### src/rtl/i2c_master_bit_engine.sv
// rtl/i2c_master_bit_engine.sv - I2C master bit engine: START/STOP/WRITE/READ bit cycles on an open-drain bus
// Handles clock stretching with a timeout and detects arbitration loss; the controller sees a cmd/rsp handshake.
module i2c_master_bit_engine #(
  parameter int CLK_DIV         = 125,
  parameter int STRETCH_TIMEOUT = 2000
) (
  input  logic       clk,
  input  logic       reset_n,
  input  logic       cmd_valid,
  output logic       cmd_ready,
  input  logic [1:0] cmd,
  input  logic       cmd_bit,
  output logic       rsp_valid,
  output logic       rsp_bit,
  output logic [1:0] rsp_err,
  output logic       busy,
  input  logic       scl_in,
  input  logic       sda_in,
  output logic       scl_drive_low,
  output logic       sda_drive_low
);

  localparam int PW = (CLK_DIV > 1) ? $clog2(CLK_DIV) : 1;
  localparam int SW = (STRETCH_TIMEOUT > 0) ? $clog2(STRETCH_TIMEOUT + 1) : 1;

  localparam logic [PW-1:0] PH_LAST = PW'(CLK_DIV - 1);
  localparam logic [PW-1:0] PH_ONE  = PW'(1);
  localparam logic [SW-1:0] ST_LAST = SW'(STRETCH_TIMEOUT - 1);
  localparam logic [SW-1:0] ST_ONE  = SW'(1);

  localparam logic [2:0] S_IDLE = 3'd0;
  localparam logic [2:0] S_PH_A = 3'd1;
  localparam logic [2:0] S_PH_B = 3'd2;
  localparam logic [2:0] S_PH_C = 3'd3;
  localparam logic [2:0] S_PH_D = 3'd4;
  localparam logic [2:0] S_RESP = 3'd5;

  localparam logic [1:0] CMD_START = 2'b00;
  localparam logic [1:0] CMD_STOP  = 2'b01;
  localparam logic [1:0] CMD_WRITE = 2'b10;

  localparam logic [1:0] ERR_OK      = 2'b00;
  localparam logic [1:0] ERR_STRETCH = 2'b01;
  localparam logic [1:0] ERR_ARB     = 2'b10;
  localparam logic [1:0] ERR_ILLEGAL = 2'b11;

  logic [2:0]    state;
  logic [PW-1:0] ph_cnt;
  logic [SW-1:0] st_cnt;
  logic [1:0]    cmd_r;
  logic          bit_r;
  logic          samp;
  logic          scl_meta, scl_sync;
  logic          sda_meta, sda_sync;

  // Returns {scl_low, sda_low} that a command holds for the whole of a phase.
  function automatic logic [1:0] phase_drive(input logic [2:0] ph, input logic [1:0] c, input logic b);
    logic [1:0] d;
    d = 2'b00;
    case (c)
      CMD_START: begin
        case (ph)
          S_PH_C:  d = 2'b01;
          S_PH_D:  d = 2'b11;
          default: d = 2'b00;
        endcase
      end
      CMD_STOP: begin
        case (ph)
          S_PH_A:  d = 2'b11;
          S_PH_B:  d = 2'b01;
          default: d = 2'b00;
        endcase
      end
      default: begin
        d[1] = (ph == S_PH_A) || (ph == S_PH_D);
        d[0] = (c == CMD_WRITE) && !b;
      end
    endcase
    return d;
  endfunction

  assign cmd_ready = (state == S_IDLE) || (state == S_RESP);
  assign rsp_valid = (state == S_RESP);

  always_ff @(posedge clk or negedge reset_n) begin
    if (!reset_n) begin
      state         <= S_IDLE;
      ph_cnt        <= '0;
      st_cnt        <= '0;
      cmd_r         <= CMD_START;
      bit_r         <= 1'b0;
      samp          <= 1'b0;
      scl_meta      <= 1'b1;
      scl_sync      <= 1'b1;
      sda_meta      <= 1'b1;
      sda_sync      <= 1'b1;
      rsp_bit       <= 1'b0;
      rsp_err       <= ERR_OK;
      busy          <= 1'b0;
      scl_drive_low <= 1'b0;
      sda_drive_low <= 1'b0;
    end else begin
      scl_meta <= scl_in;
      scl_sync <= scl_meta;
      sda_meta <= sda_in;
      sda_sync <= sda_meta;

      case (state)
        S_IDLE, S_RESP: begin
          if (cmd_valid) begin
            cmd_r  <= cmd;
            bit_r  <= cmd_bit;
            ph_cnt <= '0;
            st_cnt <= '0;
            if (cmd != CMD_START && !busy) begin
              state   <= S_RESP;
              rsp_err <= ERR_ILLEGAL;
              rsp_bit <= 1'b0;
            end else begin
              state <= S_PH_A;
              {scl_drive_low, sda_drive_low} <= phase_drive(S_PH_A, cmd, cmd_bit);
            end
          end else begin
            state <= S_IDLE;
          end
        end

        S_PH_A: begin
          if (ph_cnt == PH_LAST) begin
            state  <= S_PH_B;
            ph_cnt <= '0;
            st_cnt <= '0;
            {scl_drive_low, sda_drive_low} <= phase_drive(S_PH_B, cmd_r, bit_r);
          end else begin
            ph_cnt <= ph_cnt + PH_ONE;
          end
        end

        // Minimum-length wait that also stretches while a slave holds SCL low.
        S_PH_B: begin
          if (scl_sync) st_cnt <= '0;
          else          st_cnt <= st_cnt + ST_ONE;

          if (!scl_sync && st_cnt == ST_LAST) begin
            state         <= S_RESP;
            rsp_err       <= ERR_STRETCH;
            rsp_bit       <= 1'b0;
            busy          <= 1'b0;
            scl_drive_low <= 1'b0;
            sda_drive_low <= 1'b0;
          end else if (ph_cnt == PH_LAST && scl_sync) begin
            if (cmd_r == CMD_START && !sda_sync) begin
              state         <= S_RESP;
              rsp_err       <= ERR_ARB;
              rsp_bit       <= 1'b0;
              busy          <= 1'b0;
              scl_drive_low <= 1'b0;
              sda_drive_low <= 1'b0;
            end else begin
              state  <= S_PH_C;
              ph_cnt <= '0;
              {scl_drive_low, sda_drive_low} <= phase_drive(S_PH_C, cmd_r, bit_r);
            end
          end else if (ph_cnt != PH_LAST) begin
            ph_cnt <= ph_cnt + PH_ONE;
          end
        end

        S_PH_C: begin
          if (ph_cnt == PH_LAST) begin
            samp <= sda_sync;
            if (cmd_r == CMD_WRITE && bit_r && !sda_sync) begin
              state         <= S_RESP;
              rsp_err       <= ERR_ARB;
              rsp_bit       <= sda_sync;
              busy          <= 1'b0;
              scl_drive_low <= 1'b0;
              sda_drive_low <= 1'b0;
            end else begin
              state  <= S_PH_D;
              ph_cnt <= '0;
              {scl_drive_low, sda_drive_low} <= phase_drive(S_PH_D, cmd_r, bit_r);
            end
          end else begin
            ph_cnt <= ph_cnt + PH_ONE;
          end
        end

        S_PH_D: begin
          if (ph_cnt == PH_LAST) begin
            state   <= S_RESP;
            rsp_err <= ERR_OK;
            rsp_bit <= cmd_r[1] ? samp : 1'b0;
            if (cmd_r == CMD_START)     busy <= 1'b1;
            else if (cmd_r == CMD_STOP) busy <= 1'b0;
          end else begin
            ph_cnt <= ph_cnt + PH_ONE;
          end
        end

        default: state <= S_IDLE;
      endcase
    end
  end

endmodule

### config.mk
export PLATFORM = sky130hd
export DESIGN_NAME = i2c_master_bit_engine
export DESIGN_NICKNAME = d
export VERILOG_FILES = /design/src/rtl/i2c_master_bit_engine.sv
export SDC_FILE = /design/constraint.sdc
export NUM_CORES = 1
export LEC_CHECK = 0
export BUFFER_PORTS_ARGS = -buffer_cell sky130_fd_sc_hd__buf_4
export CELL_PAD_IN_SITES_DETAIL_PLACEMENT = 0
export CELL_PAD_IN_SITES_GLOBAL_PLACEMENT = 1
export CORE_MARGIN = 10
export CORE_UTILIZATION = 46
export CTS_CLUSTER_DIAMETER = 40
export DETAILED_ROUTE_END_ITERATION = 10
export PLACE_DENSITY = 0.76
export SLEW_MARGIN = 30
export SYNTH_ARGS = -nofsm -noshare
export SYNTH_HDL_FRONTEND = slang
export SYNTH_SLANG_ARGS = --single-unit
### constraint.sdc
create_clock -name clk -period 2.41 [get_ports clk]
set_input_delay 0 -clock clk [delete_from_list [all_inputs] [get_ports clk]]
set_output_delay 0 -clock clk [all_outputs]
set_load 0.05 [all_outputs]
=== Word level (Yosys, flattened, before mapping) ===
Index checks and enable logic that the tools add are counted.

* Reduce and logical (&&, ||, !) cells: 32
* Add/subtract/negate cells: 2
* Mux-type cells: 70
* Eq/ne operators: 27

{| class="wikitable"
|+ Operators by type and width
! kind !! number
|-
| $mux 7 || 9
|-
| $pmux 7 s5 || 1
|-
| $mux 11 || 3
|-
| $pmux 11 s3 || 1
|-
| $mux 1 || 30
|-
| $mux 3 || 8
|-
| $ne 2x2->1 const B || 9
|-
| $ne 3x3->1 const B || 6
|-
| $mux 2 || 8
|-
| $pmux 3 s5 || 1
|-
| $reduce_and 7->1 || 2
|-
| $pmux 1 s4 || 3
|-
| $add 11x1->11 const B || 1
|-
| $eq 11x11->1 const B || 1
|-
| $logic_and 1x1->1 || 8
|-
| $pmux 2 s2 || 2
|-
| $pmux 2 s4 || 1
|-
| $reduce_and 8->1 || 1
|-
| $reduce_bool 4->1 || 2
|-
| $add 7x1->7 const B || 1
|-
| $eq 7x7->1 const B || 1
|-
| $ne 7x7->1 const B || 1
|-
| $eq 3x2->1 const B || 2
|-
| $eq 3x3->1 const B || 2
|-
| 17 further kinds || 27
|}

* Logic and storage cells: 146
* Register bits after elaboration: 35
* Output and inout port bits: 8
* Input port bits: 8

=== Logic depth before layout (Yosys ltp) ===
Gate-level depths: netlist (run 1).

* Depth after elaboration: 7
* Mapped depth: 8
* Gate-level depth less buffers: 7

=== Worst setup path after synthesis (run 1) ===
No wires, ideal clock.

* Kind: reg-to-reg
* From: register state[1]
* To: register bit_r
* Period minus slack after synthesis: 2621 ps
* Library setup time: 125 ps
* Data required time: 2285 ps
* Path slack: -211 ps
* Stages on the path, launching flop included: 6
* Path buffers: 2
* Data arrival time: 2497 ps
* Cells stage by stage: dfrtp_1 -> clkbuf_1 -> clkbuf_1 -> nor3_1 -> nand2_1 -> mux2_2

* Longest elaborated chain between the ends: 3
* Elaborated cells between the ends (all ways): 4
* Those cells by class: eq/ne (1); reduce/logical (3)

{| class="wikitable"
|+ RTL lines
! item !! RTL line !! RTL
|-
| from (decl) || 47 || <nowiki>logic [2:0] state;</nowiki>
|-
| from (signal assigned) || 88 || <nowiki>state <= S_IDLE;</nowiki>
|-
| from (signal assigned) || 117 || <nowiki>state <= S_RESP;</nowiki>
|-
| from (signal assigned) || 121 || <nowiki>state <= S_PH_A;</nowiki>
|-
| $eq 3x3->1 / $logic_not 3->1 (equally long branches) || 109 || <nowiki>case (state)</nowiki>
|-
| $reduce_or 2->1 (*) || 109 ||
|-
| $reduce_and 2->1 (no line) (*) || n/a ||
|-
| to (signal assigned) || 113 || <nowiki>bit_r <= cmd_bit;</nowiki>
|-
| to (decl) || 51 || <nowiki>logic bit_r;</nowiki>
|}

Mark *: on every way between the ends. The rest lies on a longest branch, timed or not.
A chain may end at the register's enable or synchronous reset.

=== Worst setup path after layout (run 1) ===
* From: register ph_cnt[0]
* To: register ph_cnt[5]

* Longest elaborated chain between the ends: 5
* Elaborated cells between the ends (all ways): 16
* Those cells by class: add/sub (1); eq/ne (6); mux (7); reduce/logical (2)

{| class="wikitable"
|+ RTL lines
! item !! RTL line !! RTL
|-
| from (decl) || 48 || <nowiki>logic [PW-1:0] ph_cnt;</nowiki>
|-
| from (signal assigned) || 136 || <nowiki>ph_cnt <= ph_cnt + PH_ONE;</nowiki>
|-
| from (signal assigned) || 166 || <nowiki>ph_cnt <= ph_cnt + PH_ONE;</nowiki>
|-
| from (signal assigned) || 186 || <nowiki>ph_cnt <= ph_cnt + PH_ONE;</nowiki>
|-
| $add 7x1->7 / $eq 7x7->1 (equally long branches) || n/a ||
|-
| $mux 7 / $logic_and 1x1->1 (equally long branches) || 165, 152 ||
|-
| $mux 7 || 152 || <nowiki>end else if (ph_cnt == PH_LAST && scl_sync) begin</nowiki>
|-
| $mux 7 || 145 || <nowiki>if (!scl_sync && st_cnt == ST_LAST) begin</nowiki>
|-
| $pmux 7 s5 || 109 ||
|}

Parallel ways exist; a longest one is shown, timed or not. The select of a mux whose other input is x is not followed.

==> reports/results.ini, run 1 <==
[status]
status=complete, no violations

[synth]
synth_ff_type=dfrtp_1
ys_seq_area_frac=0.419
muxShareOfSynthArea=0.0583
synthSimpleGateAreaFrac=0.265
yosysUniqueCellTypes=54
async_reset_ff_frac=1.00
synth_cells=224
synth_common_cells=31 x dfrtp_1, 25 x nand2_1, 17 x nor2_1
yosys.area_share.adder=0.0178
ys_seq_elements=35
syn_nets=235
synth.most_common_cell=dfrtp_1
synth_compound_area_frac=0.202
synthXorXnorAreaFrac=0.0125
ys_warn_count=0
synth_top_area_frac=0.369
yosys.area.top_type=dfrtp_1
synth_top_family_by_area=simple AND/OR/NAND/NOR gates
synth_edf_count=0
syn_avg_cell_area_um2=9.39
synth_area_leaders=dfrtp_1 37%, dfstp_2 5.0%, nand2_1 4.5%
syn_area_mm2=0.00210

[pwr]
p_leak_nw=1.01
irDropWorstVdd_uv=481
p_per_area_mw_per_mm2=819

[setup_path]
critPathRequiredTime_ns=2.61
r2r-end=ph_cnt[5]$_DFFE_PN0P_
worstSetupEndpointType=flop
worstPathCellList=inv_1 > ha_1 > and4_1 > and4_2 > o21ai_2 > nand3b_1 > o2bb2ai_1
start_kind=flop
critPathMaxFanout=9
path_class=flop to flop
critPathMaxStageDelay_ns=0.41
arrival_ns=2.46
critPathSlowestCell=dfrtp_1
r2r_setup_slack_ns=0.15
reg2reg_from=ph_cnt[0]$_DFFE_PN0P_
reg2reg_depth=7

[clocking]
cts_buffers=5
htreeDepth=2
numClockSinks=35
clock_path_buffers=2
cts_tree=yes
cts_root_buf=clkbuf_8
cts_resized=0
clkTransAtPathRegs_ns=0.07
worstSkewPairLatency_ns=0.28

[sta]
finalCriticalPeriod_ns=2.26
finalSetupViolations=0
hold_viol=0
tns_ns=0
fin_skew_ns=0.00456
tightest_slew_ns=0.538
fin_crit_sh=0.939
drv_slew=0
timing.final.ws_setup_ns=0.147
clock.fmax_mhz=442
rsz0062_at_grt=false
slew_headroom=0.641

[global_route]
antenna_found_initial=0
grt_pass1_wl_mm=9.00
grt_pass1_vias=1870
grt_overflow=0
gr-usage-all-layers=0.144
grt_max_degree=36

[placement]
detailedPlace.worstSlack_ns=0.166
gp_congestion=0.879
dp_hpwl_mm=3.88
port_buffers=15

[cells_and_area]
n_antenna_cell=0
fin_nets=262
drive_above_1_share=0.218
syn2layout_area_growth_pct=18.5

[drt]
wire_per_inst_um=17.2
vias_per_cell=5.96
ant_nets=0
finalWirelength_mm=5.23
initialDrtViolationCount=112
vias=1813
remaining_drc_errors=0
first_pass_iters=4

[die]
die_w_um=87.6
fp-row-count=24
core_area_mm2=0.00438
dieArea_mm2=0.00768
start_util=0.480
die_h_um=87.6
io_pins=16

[hold_path]
min_to=cmd_r[0]$_DFFE_PN0P_
min_path_cells=3
hold_class=input pin to flop
worstHoldStart=cmd_valid

[run]
cap_viol_max_count=0

-- per-stage QoR --
stage	instances	hold slack, ns	area (um^2)	utilization	power [mW]
after global placement	288	-0.0263	2300	0.525	1.45
after detailed placement	288	-0.0163	2300	0.525	1.49
final	304	0.170	2490	0.568	2.04
after CTS	302	0.167	2480	0.565	2.05
after global routing	304	0.193	2490	0.568	2.15
after floorplan	224	-0.296	2110	-	1.29
-- flip-flops by register name (all words and copies together), names as in the netlist --
| register | flops |
|---|---|
| scl_meta | 1 |
| state | 3 |
| scl_sync | 1 |
| sda_meta | 1 |
| sda_drive_low | 1 |
| busy | 1 |
| st_cnt | 11 |
| sda_sync | 1 |
| samp | 1 |
| rsp_bit | 1 |
| scl_drive_low | 1 |
| bit_r | 1 |
| rsp_err | 2 |
| cmd_r | 2 |
| ph_cnt | 7 |
-- layout make-up --
cell class	instances	area, um^2
clock buffers	6	82.6
clock inverters	2	35.0
fillers	392	1890
inverters	2	7.51
multi-input cells	176	1170
flip-flops and latches	35	881
well taps	52	65.1
repair buffers	31	248
-- worst max-delay path by stage --
stage                     startpoint                    end  slack (ns)
2_1_floorplan   state[1]$_DFFE_PN0P_      bit_r$_DFFE_PN0P_        0.29
3_3_place_gp   st_cnt[0]$_DFFE_PN0P_    rsp_bit$_DFFE_PN0P_        0.27
3_5_place_dp   st_cnt[0]$_DFFE_PN0P_    rsp_bit$_DFFE_PN0P_        0.17
4_1_cts        st_cnt[0]$_DFFE_PN0P_    rsp_bit$_DFFE_PN0P_        0.16
5_1_grt        ph_cnt[0]$_DFFE_PN0P_  ph_cnt[3]$_DFFE_PN0P_       0.007
6_report       ph_cnt[0]$_DFFE_PN0P_  ph_cnt[5]$_DFFE_PN0P_        0.15
-- worst max-delay path, delay by kind of cell (launching register included) --
family                   cells  cell delay (ns)
flip-flops                   1             0.41
buffers and inverters        1             0.08
AND/OR/NAND/NOR              3             0.85
AO/OA/AOI/OAI                2             0.62
adder cells (fa/ha/maj)      1             0.23
-- cells in the final DEF, fill, tap and decap left out, types with 3 or more instances in the layout --
cell type      synthesis  routed
a21oi_1               10      10
and2_1                 4       4
and3_1                 6       6
buf_4                  0      25
clkbuf_8               0       6
dfrtp_1               31      31
dfstp_2                4       4
dlygate4sd3_1          0       6
ha_1                   3       3
mux2_2                 5       5
mux2_4                 3       3
nand2_1               25      25
nand2b_1               8       8
nand3_1                5       5
nand4_1                3       3
nor2_1                17      17
nor2b_1                6       6
nor3_1                 6       5
nor3_2                 2       3
o211ai_1               5       5
o21ai_0               16      16
o2bb2ai_1              5       5
o31ai_1                4       4
o41ai_1                3       3
xnor2_1                3       3
-- kinds of logic (layout without fill, tap and decap cells) --
group / count (synthesis) / after routing
adders and majority gates: 3 / 3
DFF: 35 / 35
AOI/OAI and AO/OA: 62 / 62
xor gates and xnor gates: 3 / 3
and+or+nand+nor: 98 / 98
buffers and inverters: 13 / 41
muxes: 10 / 10
-- routing by layer --
metal | part of all wire | GRT usage
met5 | 0 | 0
met2 | 0.49 | 0.235
met3 | 0.046 | 0.0371
met4 | 0.0069 | 0.0507
met1 | 0.45 | 0.180
-- repair_timing --
item | 4_1_cts | 5_1_grt
endpoints found under the setup margin | 0 | 11
setup buffers | 0 | 2
hold buffers | 6 | 0
endpoints found under the hold margin | 36 | 0
-- report_power, final --
group / switching [mW] / internal [mW]
Sequential: 0.137 / 0.691
Clock: 0.219 / 0.335
Combinational: 0.368 / 0.292
Total: 0.724 / 1.32
Power figures use the tool's default switching activity.
==> inputs of run 2 (changes only) <==
Settings changed: ABC_AREA set to 1, CORE_UTILIZATION 46 to 44.
==> run 2 against run 1 <==
Net effect:
- sequential share of layout area shrank 3.7 points
- routed wire length is 16% higher
- die area rose by 17%
- non-clock buffer count is 8 lower
- count of clock-buffer cells in the layout up 2
- critical path type unchanged
==> reports/results.ini, run 2 <==
[cells_and_area]
drive_above_1_share=0.212
regArea_um2=881
multi_input_area_mm2=0.00137
top_regs=st_cnt (11), ph_cnt (7), state (3)
top_register=st_cnt
syn2layout_area_growth_pct=12.9
largest_reg_flops=11
instances_no_fill=435
fillers=552
fin_nets=373
n_antenna_cell=0
final_common_cell=nand2_1
final_cell_mix=93 x nand2_1, 37 x nand3_1, 31 x inv_1, 31 x dfrtp_1, 26 x nor2_1

[synth]
synth_ff_type=dfrtp_1
async_reset_ff_frac=1.00
synth_cells=339
synth_common_cells=93 x nand2_1, 37 x nand3_1, 31 x dfrtp_1, 31 x inv_1, 26 x nor2_1
syn_area_mm2=0.00246
yosysUniqueCellTypes=34
syn_nets=350
synth.most_common_cell=nand2_1
yosys.area.top_type=dfrtp_1
ys_seq_elements=35
synth_edf_count=0
synth_area_leaders=dfrtp_1 32%, nand2_1 14%, nand3_1 7.5%
ys_warn_count=0
syn_avg_cell_area_um2=7.26
ys_seq_area_frac=0.358
synth_top_area_frac=0.315

[placement]
dp_cells=422
detailedPlace.worstSlack_ns=0.587
port_buffers=15
dp_hpwl_mm=4.57
gp_congestion=0.838

[drt]
remaining_drc_errors=0
initialDrtViolationCount=102
first_pass_iters=4
vias=2286
wire_per_inst_um=14.0
finalWirelength_mm=6.08
ant_nets=0
vias_per_cell=5.26

[clocking]
cts_root_buf=clkbuf_8
clock_path_buffers=2
cts_setup_buffers=0
htreeDepth=2
numClockSinks=35
worstSkewPairLatency_ns=0.29
cts_buffers=5
cts_resized=0
clkTransAtPathRegs_ns=0.07
cts_tree=yes
hold_buffers=5

[die]
die_w_um=94.8
die_h_um=94.8
start_util=0.450
io_pins=16
fp-row-count=27
core_area_mm2=0.00547
dieArea_mm2=0.00899

[sta]
timing.final.ws_setup_ns=0.574
tightest_slew_ns=0.458
drv_slew=0
clock.fmax_mhz=545
fin_crit_sh=0.762
hold_viol=0
finalSetupViolations=0
tns_ns=0
hold_slack_ns=0.0398
finalCriticalPeriod_ns=1.84
fin_skew_ns=0.00859
slew_headroom=0.695
rsz0062_at_grt=false

[setup_path]
critPathMaxFanout=8
path_class=flop to flop
arrival_ns=2.01
critPathMaxStageDelay_ns=0.46
worstPathCellList=inv_1 > ha_1 > nand3_2 > nor2_4 > nor2_1 > nor2_1 > nand2_4 > inv_4 > o21ai_2
worstSetupEndpointType=flop
start_kind=flop
critPathSlowestCell=dfrtp_1
critPathRequiredTime_ns=2.59
crit_top_cell=nor2_1

[global_route]
gr-usage-all-layers=0.141
grt_use_met1=0.189
grt_overflow=0
met2_usage=0.215
gr-max-usage-layer=met2
grt_max_degree=36
grt_pass1_vias=2171
grt_use_met3=0.0325
grt_pass1_wl_mm=10.2
antenna_found_initial=0

[pwr]
irDropWorstVdd_uv=763
p_per_area_mw_per_mm2=1080
power_mw=3.00
p_leak_nw=1.36

[hold_path]
hold_class=input pin to flop

[run]
cap_viol_max_count=0

[status]
status=complete, no violations

==> run 2: changes by cell type after synthesis, sizes merged, moves of 6 or more <==
cell | before | now
and3 | 6 | 0
inv | 2 | 38
mux2 | 9 | 0
nand2 | 25 | 106
nand2b | 8 | 0
nand3 | 5 | 47
nand4 | 3 | 19
nor2 | 17 | 34
nor2b | 6 | 0
o21ai | 19 | 33
==> run 2: worst paths after layout <==
path                                        from                    end  depth (start not counted)  slack (ns)
max                        ph_cnt[0]$_DFFE_PN0P_  st_cnt[4]$_DFFE_PN0P_                          9        0.57
min                                       cmd[1]   cmd_r[1]$_DFFE_PN0P_                          3        0.04
max reg2reg                ph_cnt[0]$_DFFE_PN0P_  st_cnt[4]$_DFFE_PN0P_                          9        0.57
min reg2reg                   sda_meta$_DFF_PN1_     sda_sync$_DFF_PN1_                          0        0.36
max in group asynchronous                reset_n     sda_sync$_DFF_PN1_                          2        1.85
min in group asynchronous                reset_n  st_cnt[7]$_DFFE_PN0P_                          2        0.21
==> run 2: where the power goes <==
part / switching (mW) / internal [mW] / total [mW] / leakage (nW)
logic: 1.13 / 0.504 / 1.63 / 0.856
clock network: 0.204 / 0.261 / 0.465 / 0.0515
registers: 0.173 / 0.726 / 0.899 / 0.454
==> run 2: logic make-up (layout without fill, tap and decap cells) <==
kind of cell / Yosys count / after routing / synth area share
AO/OA/AOI/OAI: 44 / 44 / 0.113
AND/OR/NAND/NOR: 210 / 210 / 0.426
buffers and inverters: 46 / 70 / 0.0843
adder cells (fa/ha/maj): 3 / 3 / 0.0152
XOR/XNOR: 1 / 1 / 0.00356
flip-flops: 35 / 35 / 0.358
==> run 2: layer usage <==
metal	part of all wire	up-vias
met5	0	-
met4	0.022	0
met3	0.046	12
met2	0.46	49
met1	0.47	1056
li1	-	1169
==> run 2: layout make-up <==
type,instances,share of cell area
multi-input cells,258,0.494
flip-flops and latches,35,0.317
inverters,39,0.0540
well taps,72,0.0324
repair buffers,23,0.0666
clock buffers,8,0.0360
==> run 2: stage by stage <==
stage / utilization / instance area, um^2
3_5_place_dp: 0.481 / 2630
2_1_floorplan: - / 2460
5_1_grt: 0.508 / 2780
3_3_place_gp: 0.481 / 2630
4_1_cts: 0.508 / 2780
6_report: 0.508 / 2780
==> run 2: worst max-delay path: cells and delay by family, from the launching register on <==
family	cells	cell delay, ns
AO/OA/AOI/OAI	1	0.07
flip-flops	1	0.46
buffers and inverters	2	0.30
AND/OR/NAND/NOR	5	0.71
adder cells (fa/ha/maj)	1	0.18
